<file path="src/rtl/rr_arbiter4.sv">
// rr_arbiter4 -- four-requester round-robin arbiter with a hold timeout.
//
// A grant is made from IDLE one edge after a request is seen. It is held until
// the holder signals done, the holder drops its request, or the grant has been
// held for HOLD_MAX cycles. When the grant is revoked because HOLD_MAX ran out,
// timeout pulses for one cycle. Every release is followed by exactly one IDLE
// cycle before the next grant. The search for the next holder starts just
// after the most recent holder, so no continuous requester is starved.
//
// Handshake: a requester raises req[i] and keeps it high while it wants the
// resource. It owns the resource in each cycle in which gnt[i] is high. It
// ends ownership by pulsing done or by dropping req[i]. done is ignored while
// gnt_valid is low.
//
// Ports:
//   clk         in   sole clock, rising edge
//   rst         in   synchronous, active-high reset
//   req[3:0]    in   request lines, bit i = requester i
//   done        in   holder completion strobe
//   gnt[3:0]    out  one-hot grant (registered)
//   gnt_idx     out  binary index of holder, 0 when idle (registered)
//   gnt_valid   out  high while a grant is active (registered)
//   timeout     out  one-cycle pulse after a HOLD_MAX revocation
//   o_dbg_state out  FSM state (0 = IDLE, 1 = GRANT)
module rr_arbiter4 #(
  parameter int HOLD_MAX = 15
) (
  input  logic       clk,
  input  logic       rst,
  input  logic [3:0] req,
  input  logic       done,
  output logic [3:0] gnt,
  output logic [1:0] gnt_idx,
  output logic       gnt_valid,
  output logic       timeout,
  output logic       o_dbg_state
);

  localparam logic [7:0] HOLD_MAX_C = HOLD_MAX[7:0];

  typedef enum logic {
    ST_IDLE  = 1'b0,
    ST_GRANT = 1'b1
  } state_t;

  state_t     r_state, w_state_nxt;
  logic [3:0] r_gnt, w_gnt_nxt;
  logic [1:0] r_idx, w_idx_nxt;
  logic       r_valid, w_valid_nxt;
  logic       r_timeout, w_timeout_nxt;
  logic [7:0] r_hold, w_hold_nxt;
  logic [1:0] r_last, w_last_nxt;

  logic [1:0] w_sel;
  logic [1:0] w_cand;
  logic       w_found;
  logic       w_expired;
  logic       w_release;

  // Round-robin pick. Walk from last+4 down to last+1 so the closest
  // requester after r_last overwrites the others.
  always_comb begin
    w_sel   = 2'b00;
    w_cand  = 2'b00;
    w_found = 1'b0;
    for (int k = 4; k >= 1; k--) begin
      w_cand = r_last + 2'(k);
      if (req[w_cand]) begin
        w_sel   = w_cand;
        w_found = 1'b1;
      end
    end
  end

  assign w_expired = (r_hold == HOLD_MAX_C);
  assign w_release = done | ~req[r_idx] | w_expired;

  always_comb begin
    w_state_nxt   = r_state;
    w_gnt_nxt     = r_gnt;
    w_idx_nxt     = r_idx;
    w_valid_nxt   = r_valid;
    w_timeout_nxt = 1'b0;
    w_hold_nxt    = r_hold;
    w_last_nxt    = r_last;
    case (r_state)
      ST_IDLE: begin
        if (w_found) begin
          w_state_nxt = ST_GRANT;
          w_gnt_nxt   = 4'b0001 << w_sel;
          w_idx_nxt   = w_sel;
          w_valid_nxt = 1'b1;
          w_last_nxt  = w_sel;
          w_hold_nxt  = 8'd1;
        end
      end
      ST_GRANT: begin
        if (w_release) begin
          w_state_nxt   = ST_IDLE;
          w_gnt_nxt     = 4'b0000;
          w_idx_nxt     = 2'b00;
          w_valid_nxt   = 1'b0;
          w_hold_nxt    = 8'd0;
          // done or a dropped request wins over expiry: no timeout pulse.
          w_timeout_nxt = w_expired & ~done & req[r_idx];
        end else if (r_hold != 8'hFF) begin
          w_hold_nxt = r_hold + 8'd1;
        end
      end
      default: begin
        w_state_nxt = ST_IDLE;
        w_gnt_nxt   = 4'b0000;
        w_idx_nxt   = 2'b00;
        w_valid_nxt = 1'b0;
        w_hold_nxt  = 8'd0;
      end
    endcase
  end

  always_ff @(posedge clk) begin
    if (rst) begin
      r_state   <= ST_IDLE;
      r_gnt     <= 4'b0000;
      r_idx     <= 2'b00;
      r_valid   <= 1'b0;
      r_timeout <= 1'b0;
      r_hold    <= 8'd0;
      r_last    <= 2'b11;  // first search starts at requester 0
    end else begin
      r_state   <= w_state_nxt;
      r_gnt     <= w_gnt_nxt;
      r_idx     <= w_idx_nxt;
      r_valid   <= w_valid_nxt;
      r_timeout <= w_timeout_nxt;
      r_hold    <= w_hold_nxt;
      r_last    <= w_last_nxt;
    end
  end

  assign gnt         = r_gnt;
  assign gnt_idx     = r_idx;
  assign gnt_valid   = r_valid;
  assign timeout     = r_timeout;
  assign o_dbg_state = r_state;

endmodule
</file>
<file path="config.mk">
export PLATFORM = sky130hd
export DESIGN_NAME = rr_arbiter4
export DESIGN_NICKNAME = d
export VERILOG_FILES = /design/src/rtl/rr_arbiter4.sv
export SDC_FILE = /design/constraint.sdc
export NUM_CORES = 1
export LEC_CHECK = 0
export BUFFER_PORTS_ARGS = -buffer_cell sky130_fd_sc_hd__buf_4
export CAP_MARGIN = 5
export CORE_MARGIN = 4
export CORE_UTILIZATION = 58
export DETAILED_ROUTE_END_ITERATION = 6
export HOLD_SLACK_MARGIN = 0.08
export MAX_ROUTING_LAYER = met4
export PLACE_DENSITY = 0.81
export SLEW_MARGIN = 20
export SYNTH_ARGS = -nofsm -noshare
export SYNTH_HDL_FRONTEND = slang
export SYNTH_SLANG_ARGS = --single-unit
</file>
<file path="constraint.sdc">
create_clock -name clk -period 3.3 [get_ports clk]
set_input_delay 0.165 -clock clk [delete_from_list [all_inputs] [get_ports clk]]
set_output_delay 0.165 -clock clk [all_outputs]
set_load 0.01 [all_outputs]
</file>
==> impl_metrics.tcl, run 1 <==
set metrics [dict create \
    crit_buf_inv 0 \
    syn_inst 121 \
    grt_pass1_vias 904 \
    drc 0 \
    ys_warn_count 0 \
    pin_count 16 \
    path_clk_slew_ps 110 \
    r2r-end "gnt[1]" \
    antenna_found_initial 0 \
    synthToLayoutAreaGrowth_pct 13.3 \
    clock_sinks 19 \
    finClkSkew_ps 8.07 \
    synth-seq-cells 19 \
    synthArstFlopShare 0 \
    cts_setup_buffers 0 \
    dp.cells 146 \
    track_usage 0.218 \
    setup.worst_path.start_class "flop" \
    rows 14 \
    fin_ws_ps 1240 \
    grt_first_pass_wirelength_um 4080 \
    maxCapViolCount 0 \
    grt-ovfl-total 0 \
    pre_cts_ws_ps 1300 \
    cts_buffer_depth 2 \
    antenna_left 0 \
    status "finished, final reports clean" \
    drt-total-wl_um 2410 \
    reg2regPathDepth 5 \
    die_w_um 49.9 \
    fin_nets 143 \
    critical_path.top_delay_family "compound AO/OA/AOI/OAI gates" \
    cts_tree "built" \
    rsz0062_at_grt "no" \
    hp-class "input pin to flop" \
    holdBufCountCts 0 \
    grt_start_max_net_pins 17 \
    io_buffers 15 \
    drv_slew 0 \
    worst_hold_slack_ps 145 \
    slowest_stage "a21oi_1" \
    synth_top_area_cell "dfxtp_1" \
    fmax_mhz 485 \
    crit_type "flop to flop" \
    gp_congestion 0.915 \
    critPathRequiredTime_ps 3460 \
    start_util 0.647 \
    worstPathArrival_ps 2230 \
    max_stage_delay_ps 530 \
    netlist.area_leader.share 0.373 \
    num_antenna_cells 0 \
    final_util 0.733 \
    tns_ps 0 \
    hold_viol_final 0 \
    via_per_inst 6.58 \
    syn_avg_cell_area_um2 8.43 \
    fillers 130 \
    wl_per_cell_um 16.1 \
    worst-path-max-fanout 11 \
    synthTopCellsByArea "dfxtp_1 (37%), o32ai_1 (5.2%), a31oi_1 (3.7%)" \
    path_cells "ha_1 > and3_1 > nand2_1 > a21oi_1 > o32ai_1" \
    drtIter0Drc 38 \
    layout-drive-gt1-share 0.172 \
    yosysMostFrequentCell "dfxtp_1" \
    synth_edf_count 0 \
    power_leakage_nw 0.421 \
    num_vias 987 \
    synth_commonest_cells "dfxtp_1 (19), inv_1 (10), nand2_1 (10), a21oi_1 (7)" \
    ys_seq_area_frac 0.373 \
    die_area_um2 2490 \
    p_per_area_nw_per_um2 398 \
    seqCellArea_um2 380 \
    ctsResizeCount 0 \
    htree_levels 1 \
    hpwlAfterDp_um 1750 \
    core_region_area_um2 1580 \
    tightest_slew_ps 701 \
    synth-main-ff-cell "dfxtp_1" \
    irDropWorstVdd_uv 323 \
    critPathCaptureType "flop" \
    max-slew-margin-rel 0.528 \
    holdCritStartpoint "rst" \
    holdPathEnd "o_dbg_state" \
    cts_root_buf "clkbuf_4" \
    yosys.cell_types.count 45 \
    syn-cell-area_um2 1020 \
    die_height_um 49.9 \
    syn_nets 129 \
    post-route-period-util 0.625 \
    fin_cells 150 \
    r2r_slack_ps 1240 \
    hold_depth 2 \
    setup_viol 0 \
    worst_r2r_startpoint "r_hold[0]" \
    clk_latency_ps 310 \
    cts_made_buffers 3 \
    finalCriticalPeriod_ps 2060 \
    multi_input_area_um2 577 \
    dr.pass1.iters 4 \
]
-- cells by family (layout without fill, tap and decap cells) --
logic type | after synthesis | count (layout) | synth area share
AOI/OAI and AO/OA | 41 | 41 | 0.293
adders and majority gates | 1 | 1 | 0.0123
DFF | 19 | 19 | 0.373
and+or+nand+nor | 41 | 41 | 0.231
muxes | 3 | 3 | 0.0294
buffers and inverters | 16 | 29 | 0.0613
-- state kept, by name, summed over array words and instances, names as in the netlist --
name         cells
gnt_valid        1
r_last           2
gnt_idx          2
gnt              4
r_hold           8
o_dbg_state      1
timeout          1
-- how the worst max path moves through the flow --
stage	startpoint	endpoint	depth (start not counted)
2_1_floorplan	o_dbg_state	r_hold[5]	4
3_3_place_gp	r_hold[0]	gnt_valid	5
3_5_place_dp	r_hold[0]	gnt[1]	5
4_1_cts	r_hold[0]	gnt[1]	5
5_1_grt	r_hold[0]	gnt_valid	5
6_report	r_hold[0]	gnt[1]	5
-- worst register-to-register path: stages, from the launching register on --
cell and delay, ps:
dfxtp_1 400, ha_1 220, and3_1 310, nand2_1 290, a21oi_1 530, o32ai_1 160
-- power by group --
group          internal (mW)  switching [mW]
Combinational         0.0388          0.0471
Clock                 0.0453          0.0725
Sequential             0.242          0.0138
-- routing by layer --
metal,vias up,wire [µm],global-route usage
li1,489,-,-
met1,452,1120,0.292
met2,42,1090,0.317
met3,4,168,0.0482
met4,0,27,0.0829
met5,-,0,-
-- metrics by stage --
step / cell area (µm²) / power, mW
after floorplan: 1020 / 0.311
after global placement: 1130 / 0.342
after detailed placement: 1130 / 0.346
after CTS: 1150 / 0.462
after global routing: 1150 / 0.484
final: 1150 / 0.460
-- layout make-up --
| class | instances | share of cell area |
|---|---|---|
| well taps | 16 | 0.0173 |
| flip-flops and latches | 19 | 0.329 |
| clock inverters | 1 | 0.00433 |
| multi-input cells | 86 | 0.499 |
| inverters | 10 | 0.0325 |
| clock buffers | 3 | 0.0195 |
| repair buffers | 15 | 0.0975 |
-- layout by cell type, fill, tap and decap left out, types with 2 or more instances in the layout --
master and n:
o2111ai_1 2, a31oi_1 6, o211ai_1 4, nand4_1 2, nor2_1 3, nor2b_1 3
nor4_1 2, nor3_1 3, or2_2 2, o32ai_1 6, a21oi_1 7, nand2_1 10
clkbuf_4 3, o21ai_0 3, or3_1 2, nand3_1 4, buf_4 15, mux2i_1 3
inv_1 10, dfxtp_1 19
Note: power is estimated with default switching activity, not from simulation.
==> inputs of run 2 (changes only) <==
- CORE_UTILIZATION: 58 -> 54
- PLACE_DENSITY: 0.81 -> 0.77
- clock period: 3.3 -> 1.9 ns (I/O delays scaled with it)
==> impl_metrics.tcl, run 2 (same netlist as run 1, synthesis figures left out) <==
set metrics [dict create \
    status "finished, final reports clean" \
    cts_root_buf "clkbuf_4" \
    fmax_mhz 608 \
    p_per_area_nw_per_um2 666 \
    worst_r2r_startpoint "r_hold[0]" \
    fin_nets 149 \
    critPathCaptureType "flop" \
    antenna_left 0 \
    hold_viol_final 0 \
    combPwrFrac 0.198 \
    htree_levels 1 \
    wl_met1_um 1090 \
    holdBufCountCts 0 \
    holdCritStartpoint "done" \
    path_cells "ha_1 > nand3_1 > o21bai_1 > or4b_1 > a31oi_1" \
    setup.worst_path.start_class "flop" \
    cts_made_buffers 3 \
    cts_buffer_depth 2 \
    gp_congestion 0.890 \
    slowest_stage "or4b_1" \
    r2r-end "r_hold[5]" \
    fillers 165 \
    grt-ovfl-total 0 \
    die_height_um 51.5 \
    layout-drive-gt1-share 0.200 \
    intPower_mw 0.578 \
    worst_hold_slack_ps 121 \
    reg2regPathDepth 5 \
    clk_latency_ps 290 \
    tightest_slew_ps 405 \
    maxCapViolCount 0 \
    finClkSkew_ps 5.82 \
    irDropWorstVdd_uv 599 \
    place_area_um2 1180 \
    track_usage 0.206 \
    drv_slew 0 \
    grt_first_pass_wirelength_um 4090 \
    via_per_inst 6.13 \
    final_cell_area_um2 1220 \
    core_region_area_um2 1760 \
    final_common_cell "buf_4" \
    synthToLayoutAreaGrowth_pct 19.3 \
    pre_cts_ws_ps 301 \
    num_vias 1011 \
    dr_wl_met2_um 1080 \
    p_switching_mw 0.232 \
    ctsResizeCount 0 \
    drtIter0Drc 23 \
    hpwlAfterDp_um 1730 \
    max_stage_delay_ps 470 \
    finalCriticalPeriod_ps 1640 \
    grt_pass1_vias 973 \
    clock_sinks 19 \
    die_w_um 51.5 \
    max-slew-margin-rel 0.730 \
    drt-total-wl_um 2350 \
    io_buffers 15 \
    clockPowerShare 0.255 \
    top_layer "met4" \
    critPathRequiredTime_ps 2130 \
    setup_viol 0 \
    start_util 0.578 \
    swShare 0.287 \
    dr.pass1.iters 4 \
    met3WireLength_um 166 \
    wl_per_cell_um 14.3 \
    holdPathEnd "r_hold[0]" \
    largest_reg_flops 8 \
    die_area_um2 2650 \
    most-common-layout-cells "buf_4 (20), dfxtp_1 (19), inv_1 (10), nand2_1 (10), a21oi_1 (7)" \
    top_register "r_hold" \
    drc 0 \
    tns_ps 0 \
    fin_ws_ps 256 \
    path_clk_slew_ps 110 \
    power_frac_seq 0.547 \
    rsz0062_at_grt "no" \
    crit_type "flop to flop" \
    num_antenna_cells 0 \
    worst-path-max-fanout 6 \
    r2r_slack_ps 260 \
    power_leakage_nw 0.445 \
    cts_tree "built" \
    cts_setup_buffers 0 \
    hold_depth 4 \
    antenna_found_initial 0 \
    worstPathArrival_ps 1870 \
    pin_count 16 \
    rows 15 \
    grt_start_max_net_pins 17 \
    hp-class "input pin to flop" \
    post-route-period-util 0.865 \
]
-- run 2: power groups by stage --
stage	registers [mW]	logic, mW	clock network (mW)
finish	0.443	0.160	0.207
global route	0.449	0.175	0.238
CTS	0.443	0.158	0.218
detailed placement	0.453	0.157	0
global placement	0.451	0.153	0
floorplan	0.455	0.0852	0
-- run 2: how the worst max path moves through the flow --
stage,startpoint,cells after the start,to
after floorplan,o_dbg_state,4,r_hold[5]
after global placement,o_dbg_state,4,r_hold[5]
after detailed placement,r_hold[0],5,r_hold[5]
after CTS,r_hold[0],5,r_hold[5]
after global routing,r_hold[0],5,r_hold[0]
final,r_hold[0],5,r_hold[5]
-- run 2: per-stage QoR --
step,total power [mW],utilization,cells
floorplan,0.541,-,121
global placement,0.604,0.667,160
detailed placement,0.610,0.667,160
CTS,0.820,0.684,164
global route,0.861,0.689,165
finish,0.810,0.689,165
-- run 2: layout make-up --
cell class | count | area [µm²] | share of cell area
clock buffers | 3 | 22.5 | 0.0185
clock inverters | 1 | 7.51 | 0.00617
inverters | 10 | 37.5 | 0.0309
multi-input cells | 86 | 577 | 0.474
flip-flops and latches | 19 | 380 | 0.313
well taps | 25 | 31.3 | 0.0257
repair buffers | 21 | 160 | 0.132
-- run 2: layer usage --
layer  up-vias  GRT usage
li1        500          -
met1       472      0.263
met2        37      0.318
met3         2     0.0496
met4         0     0.0699
met5         -          -
-- run 2: critical path: cells and delay by family (launching register included) --
family / cells / cell delay [ps]
AND/OR/NAND/NOR: 2 / 670
flip-flops: 1 / 360
AO/OA/AOI/OAI: 2 / 290
adder cells (fa/ha/maj): 1 / 250
==> inputs of run 3 (changes only) <==
- CORE_MARGIN: 4 -> default
- CORE_UTILIZATION: 54 -> 53
- PLACE_DENSITY: 0.77 -> 0.75
==> impl_metrics.tcl, run 3 (same netlist as run 1, synthesis figures left out) <==
set metrics [dict create \
    hpwlAfterDp_um 1720 \
    fin_nets 149 \
    finalCriticalPeriod_ps 1700 \
    cts_tree "built" \
    core_region_area_um2 1760 \
    fin_ws_ps 202 \
    die_area_um2 2100 \
    grt_first_pass_wirelength_um 3820 \
    most-common-layout-cells "buf_4 (20), dfxtp_1 (19), inv_1 (10), nand2_1 (10), a21oi_1 (7)" \
    path_clk_slew_ps 120 \
    maxCapViolCount 0 \
    post-route-period-util 0.894 \
    synthToLayoutAreaGrowth_pct 19.0 \
    worst_hold_slack_ps 146 \
    critPathRequiredTime_ps 2120 \
    start_util 0.578 \
    pre_cts_ws_ps 250 \
    final_common_cell "buf_4" \
    max-slew-margin-rel 0.709 \
    finClkSkew_ps 16.0 \
    wl_per_cell_um 14.2 \
    irDropWorstVdd_uv 620 \
    cts_root_buf "clkbuf_4" \
    status "finished, final reports clean" \
    fmax_mhz 589 \
    tightest_slew_ps 437 \
    num_vias 1036 \
    p_per_area_nw_per_um2 668 \
    hp-class "input pin to flop" \
    grt_start_max_net_pins 17 \
    die_height_um 45.9 \
    cts_made_buffers 3 \
    clk_latency_ps 300 \
    layout-drive-gt1-share 0.200 \
    cts_buffer_depth 2 \
    die_w_um 45.9 \
    ctsResizeCount 0 \
    drc 0 \
    rows 15 \
    via_per_inst 6.28 \
    track_usage 0.259 \
    htree_levels 1 \
    critPathCaptureType "flop" \
    dr.pass1.iters 4 \
    final_util 0.688 \
    clock_sinks 19 \
    hold_viol_final 0 \
    antenna_left 0 \
    num_antenna_cells 0 \
    rsz0062_at_grt "no" \
    drt-total-wl_um 2350 \
    gp_congestion 0.867 \
    worst-path-max-fanout 7 \
    grt_pass1_vias 853 \
    p_total_mw 0.811 \
    io_buffers 15 \
    drtIter0Drc 14 \
    largest_reg_flops 8 \
    setup.worst_path.start_class "flop" \
    setup_viol 0 \
    grt-ovfl-total 0 \
    power_leakage_nw 0.449 \
    antenna_found_initial 0 \
    drv_slew 0 \
    top_register "r_hold" \
    tns_ps 0 \
    cts_setup_buffers 0 \
    crit_type "flop to flop" \
    pin_count 16 \
    worstPathArrival_ps 1920 \
]
==> run 3: cell count changes in the layout (fill, tap and decap cells not counted) <==
cell and change:
clkinv_2 +1, clkinvlp_4 -1
==> run 3: critical path, stage by stage (launching register included) <==
cell and delay, ps:
dfxtp_1 440, or3b_1 390, o22ai_2 180, or4b_1 460, a31oi_1 160
==> run 3: final timing paths <==
| check | cells after the start | slack, ps | end | startpoint |
|---|---|---|---|---|
| min | 4 | 150 | r_hold[0] | done |
| max reg2reg | 4 | 200 | r_hold[5] | o_dbg_state |
| max | 4 | 200 | r_hold[5] | o_dbg_state |
| min reg2reg | 2 | 490 | gnt[3] | gnt[3] |
==> run 3: area by class of cell <==
type,instances,area (µm²)
Clock buffer,3,22.5
Clock inverter,1,5.00
Fill cell,169,551
Inverter,10,37.5
Multi-Input combinational cell,86,577
Sequential cell,19,380
Tap cell,25,31.3
Timing Repair Buffer,21,160
==> run 3: layer usage <==
metal / share of wire / wire length, µm / vias up / global-route usage
li1: - / - / 505 / -
met1: 0.48 / 1120 / 495 / 0.375
met2: 0.45 / 1060 / 34 / 0.372
met3: 0.059 / 139 / 2 / 0.0238
met4: 0.010 / 24 / 0 / 0.0882
met5: 0 / 0 / - / -
==> run 3: metrics by stage <==
step                      area (µm²)  std cells
after CTS                       1210        165
after floorplan                 1020        121
after global routing            1210        165
after global placement          1180        160
after detailed placement        1180        160
final                           1210        165
==> run 3: report_power, final <==
part / switching [mW] / internal (mW)
sequential: 0.0228 / 0.421
combinational: 0.0856 / 0.0767
clock: 0.127 / 0.0783
==> run 3: what timing repair did <==
action / 4_1_cts / 5_1_grt
hold endpoints to repair: 1 / 0
endpoints found under the setup margin: 0 / 0
hold buffers: 1 / 0
